--- config.mk ---
export PLATFORM = sky130hd
export DESIGN_NAME = k2_sequencer
export DESIGN_NICKNAME = d
export VERILOG_FILES = /design/src/rtl/k2_sequencer.sv
export SDC_FILE = /design/constraint.sdc
export NUM_CORES = 1
export LEC_CHECK = 0
export CORE_MARGIN = 8
export CORE_UTILIZATION = 40
export CTS_BUF_LIST = sky130_fd_sc_hd__clkbuf_8
export DETAILED_ROUTE_END_ITERATION = 7
export PLACE_DENSITY = 0.84
export SYNTH_ARGS = -nofsm -noshare
export SYNTH_HDL_FRONTEND = slang
export SYNTH_SLANG_ARGS = --single-unit
--- constraint.sdc ---
create_clock -name clk -period 2.5 [get_ports clk]
set_clock_uncertainty 0.2 [all_clocks]
set_input_delay 0.375 -clock clk [delete_from_list [all_inputs] [get_ports clk]]
set_output_delay 0.375 -clock clk [all_outputs]
set_load 0.005 [all_outputs]
--- src/rtl/k2_sequencer.sv ---
// k2_sequencer: FETCH/EXEC/UPDATE control FSM for the K2 datapath with run/step/stop, breakpoint and retire counter
module k2_sequencer #(
  parameter int PC_BITS = 4,
  parameter int CNT_BITS = 16
) (
  input  logic                clk,
  input  logic                reset,
  input  logic                run,
  input  logic                step,
  input  logic                stop,
  input  logic [7:0]          instr_in,
  input  logic [PC_BITS-1:0]  pc_in,
  input  logic                carry_flag,
  input  logic                bp_en,
  input  logic [PC_BITS-1:0]  bp_addr,
  output logic                pc_inc,
  output logic                pc_load,
  output logic [PC_BITS-1:0]  pc_target,
  output logic                ra_en,
  output logic                rb_en,
  output logic                ro_en,
  output logic                imm_sel,
  output logic                ra_zero,
  output logic                rb_sel,
  output logic                alu_sub,
  output logic                carry_en,
  output logic                busy,
  output logic                bp_hit,
  output logic [CNT_BITS-1:0] instr_count
);
  localparam logic [1:0] IDLE = 2'd0, FETCH = 2'd1, EXEC = 2'd2, UPDATE = 2'd3;
  logic [1:0] state_q, state_d;
  logic [7:0] ir_q, ir_d;
  logic single_q, single_d, stop_pend_q, stop_pend_d, bp_hit_q, bp_hit_d;
  logic [CNT_BITS-1:0] cnt_q, cnt_d;
  logic exec, upd, take, halt;
  logic [PC_BITS-1:0] next_pc;
  assign exec = state_q == EXEC;
  assign upd = state_q == UPDATE;
  assign take = ir_q[7] | (ir_q[6] & carry_flag);
  assign halt = stop_pend_q | stop | single_q;
  assign next_pc = take ? pc_target : pc_in + PC_BITS'(1);
  always_comb begin
    state_d = state_q;
    ir_d = ir_q;
    single_d = single_q;
    stop_pend_d = stop_pend_q;
    cnt_d = cnt_q;
    bp_hit_d = 1'b0;
    case (state_q)
      IDLE: begin
        state_d = (run | step) ? FETCH : IDLE;
        single_d = (run | step) ? ~run : single_q;
      end
      FETCH: begin
        ir_d = instr_in;
        state_d = EXEC;
        stop_pend_d = stop_pend_q | stop;
      end
      EXEC: begin
        state_d = UPDATE;
        stop_pend_d = stop_pend_q | stop;
      end
      default: begin
        cnt_d = cnt_q + CNT_BITS'(1);
        bp_hit_d = ~halt & bp_en & (next_pc == bp_addr);
        state_d = (halt | bp_hit_d) ? IDLE : FETCH;
        stop_pend_d = 1'b0;
      end
    endcase
  end
  always_ff @(posedge clk) begin
    if (reset) begin
      state_q <= IDLE;
      ir_q <= 8'h00;
      single_q <= 1'b0;
      stop_pend_q <= 1'b0;
      bp_hit_q <= 1'b0;
      cnt_q <= '0;
    end else begin
      state_q <= state_d;
      ir_q <= ir_d;
      single_q <= single_d;
      stop_pend_q <= stop_pend_d;
      bp_hit_q <= bp_hit_d;
      cnt_q <= cnt_d;
    end
  end
  assign pc_target = PC_BITS'(ir_q[2:0]);
  assign pc_load = upd & take;
  assign pc_inc = upd & ~take;
  assign ra_en = exec & (ir_q[5:4] == 2'b00);
  assign rb_en = exec & (ir_q[5:4] == 2'b01);
  assign ro_en = exec & (ir_q[5:4] == 2'b10);
  assign imm_sel = exec & ir_q[3];
  assign alu_sub = exec & ir_q[2];
  assign ra_zero = exec & ir_q[1];
  assign rb_sel = exec & ir_q[0];
  assign carry_en = exec & ~ir_q[3] & ~ir_q[5];
  assign busy = state_q != IDLE;
  assign bp_hit = bp_hit_q;
  assign instr_count = cnt_q;
endmodule

==> out/metrics.yaml, run 1 <==
critical_path:
  slowest_delay_ns: 0.52
  cp.arrival_ns: 1.79
  cp_max_fo: 8
  cp-end-kind: "output port"
  worstSetupStartpointType: "register"
  rrSetupSlack_ns: 0.49
  r2r-start: "state_q[0]"
  path_class: "register to output port"
  ff2ff_path_depth: 6
  crit_slowest_cell: "clkdlybuf4s50_1"
  cp.required_ns: 1.92
  cp-startpoint: "state_q[0]"
  rr_endpoint: "instr_count[15]"
  crit_chain: "inv_1 > ha_1 > nand2b_1 > nor2_1 > clkdlybuf4s50_1"
cts:
  cts-hold-fix-buffers: 0
  clkSlewWorstSetupHoldPaths_ns: 0.06
  max-clock-path-buffers: 2
  root_buffer: "clkbuf_8"
  clkLatencyLatePin_ns: 0.27
  cts_setup_buffers: 0
  cts.sinks: 29
  cts_tree: "built"
  htreeDepth: 2
  cts_buffers: 5
  post_cts_resized: 0
power_and_ir_drop:
  peakVddDrop_v: 0.000329
  combPwrFrac: 0.312
  power_frac_clock: 0.273
  p_sw_uw: 409
  intPower_uw: 981
  p_total_mw: 1.39
  powerDensity_mw_per_mm2: 653
  switching_share: 0.294
  pwr-share-seq: 0.414
  p_leak_nw: 0.843
logic_synthesis:
  netlist_instances: 164
  ys.flop_type: "dfxtp_1"
  synth-edff-count: 0
  synth_area_mm2: 0.00149
  synth_top_area_frac: 0.390
  synthSimpleGateAreaFrac: 0.259
  async_reset_ff_frac: 0
  ys_seq_area_frac: 0.390
  synth-compound-area-share: 0.0537
  synth_area_leaders: "dfxtp_1 39%, mux2i_1 7.4%, nor2_1 7.3%"
  synthAdderAreaFrac: 0.0588
  syn-num-nets: 194
  ys_ff_latch: 29
  syn_area_per_cell_um2: 9.09
  synth_cell_types: 32
  yosys.area.top_type: "dfxtp_1"
  synth_common_cells: "29 x dfxtp_1, 29 x nor2_1, 11 x mux2i_1"
  synth-xor-area-share: 0.112
  synth_top_family_by_area: "simple AND/OR/NAND/NOR gates"
  muxShareOfSynthArea: 0.0739
  synth_warnings: 0
flow_run:
  drv_cap: 0
placement:
  gp_congestion: 0.746
  port_buffers: 53
  dp_hpwl_um: 2670
global_routing:
  grt_util_all_layers: 0.120
  grt_max_degree: 26
  grt_overflow: 0
  grt_pass1_wl_um: 5860
  grt_pass1_vias: 1253
  antenna_found_initial: 0
detailed_routing:
  dr.pass1.iters: 4
  via_per_inst: 4.72
  drtAntennaViolNets: 0
  vias: 1252
  remaining_drc_errors: 0
  wire_per_inst_um: 13.3
  drt_iter0_markers: 80
  postRouteWirelength_um: 3520
sta:
  worstMarginPinSlew_ns: 0.526
  hold_viol: 0
  hold_ws_ns: 0.316
  relSlewSlack: 0.649
  finalMaxSlewViolations: 0
  post-route-period-util: 0.945
  fin_tns_setup_ns: 0
  fmax_mhz: 423
  min_period_ns: 2.36
  finalSetupViolations: 0
  rsz0062_at_grt: "false"
cells_and_area:
  num-fill-cells: 349
  antennaDiodeCount: 0
  areaGrowthSynthToFinish_pct: 42.9
  seqCellArea_um2: 581
  multi_input_area_um2: 835
  fin_nets: 247
  drive_gt1_frac: 0.0645
floorplan:
  rows: 22
  dieArea_mm2: 0.00593
  core_mm2: 0.00363
  start_util: 0.410
  io_pins: 55
  die_height_um: 77.0
  die-width_um: 77.0
run_status:
  outcome: "complete, no violations"
worst_hold_path:
  min_from: "ir_q[5]"
  hold_class: "register to register"
  holdPathStages: 2
  holdPathEnd: "ir_q[5]"
power groups by stage:
stage,registers (mW),logic [mW],clock network [mW]
3_3_place_gp,0.583,0.432,0
3_5_place_dp,0.587,0.439,0
2_1_floorplan,0.573,0.279,0
6_report,0.576,0.434,0.380
5_1_grt,0.588,0.484,0.416
4_1_cts,0.577,0.441,0.395
stage by stage:
stage | cell area [µm²] | setup slack, ns | util | std cells
floorplan | 1490 | 0.733 | - | 164
CTS | 2130 | 0.106 | 0.586 | 265
global placement | 2040 | 0.336 | 0.562 | 258
finish | 2130 | 0.139 | 0.586 | 265
detailed placement | 2040 | 0.317 | 0.562 | 258
global route | 2130 | 0.00269 | 0.586 | 265
cell type report:
cell class                 instances  share of cell area
tap                               48              0.0282
clock inverter                     1             0.00176
clock buffer                       6              0.0388
inverter                           6              0.0106
timing repair buffer              55               0.256
sequential                        29               0.273
multi-input combinational        120               0.392
cells in the final DEF, fill, tap and decap left out, types with 5 or more instances in the layout:
master           count
nand2_1              6
nor3_1               5
ha_1                 7
mux2i_1             11
clkdlybuf4s50_1     53
inv_1                7
xor2_1              10
clkbuf_8             6
dfxtp_1             29
nor2_1              29
xnor2_1              9
and2_1               5
a21oi_1              5
layer usage:
layer	track usage	wire [µm]
met5	0	0
met4	0.0396	11
met3	0.0478	216
met2	0.192	1630
met1	0.143	1670
worst max-delay path by stage:
stage                                 end  cells past startpoint
after floorplan           instr_count[15]                      7
after global placement             pc_inc                      4
after detailed placement           pc_inc                      4
after CTS                           rb_en                      5
after global routing                rb_en                      5
final                               rb_en                      5
registers in the layout, indices dropped and copies added, names as in the netlist:
name	flops
ir_q	8
bp_hit	1
instr_count	16
single_q	1
stop_pend_q	1
state_q	2
cell families after synthesis:
logic type	after synthesis
flip-flops	29
adder cells (fa/ha/maj)	7
buffers and inverters	15
other	1
XOR/XNOR	19
AND/OR/NAND/NOR	69
AO/OA/AOI/OAI	13
multiplexers	11
worst max-delay path, delay by kind of cell, from the launching register on:
kind          cells  cell delay [ns]
buf+inv           2             0.60
flops             1             0.34
fa+ha+maj         1             0.32
simple gates      2             0.25
(Power assumes the default switching activity.)
==> inputs of run 2 (changes only) <==
SKIP_LAST_GASP = 1   (was unset)
==> results of run 2 <==
Final layout, timing and power as in run 1 (identical DEF).
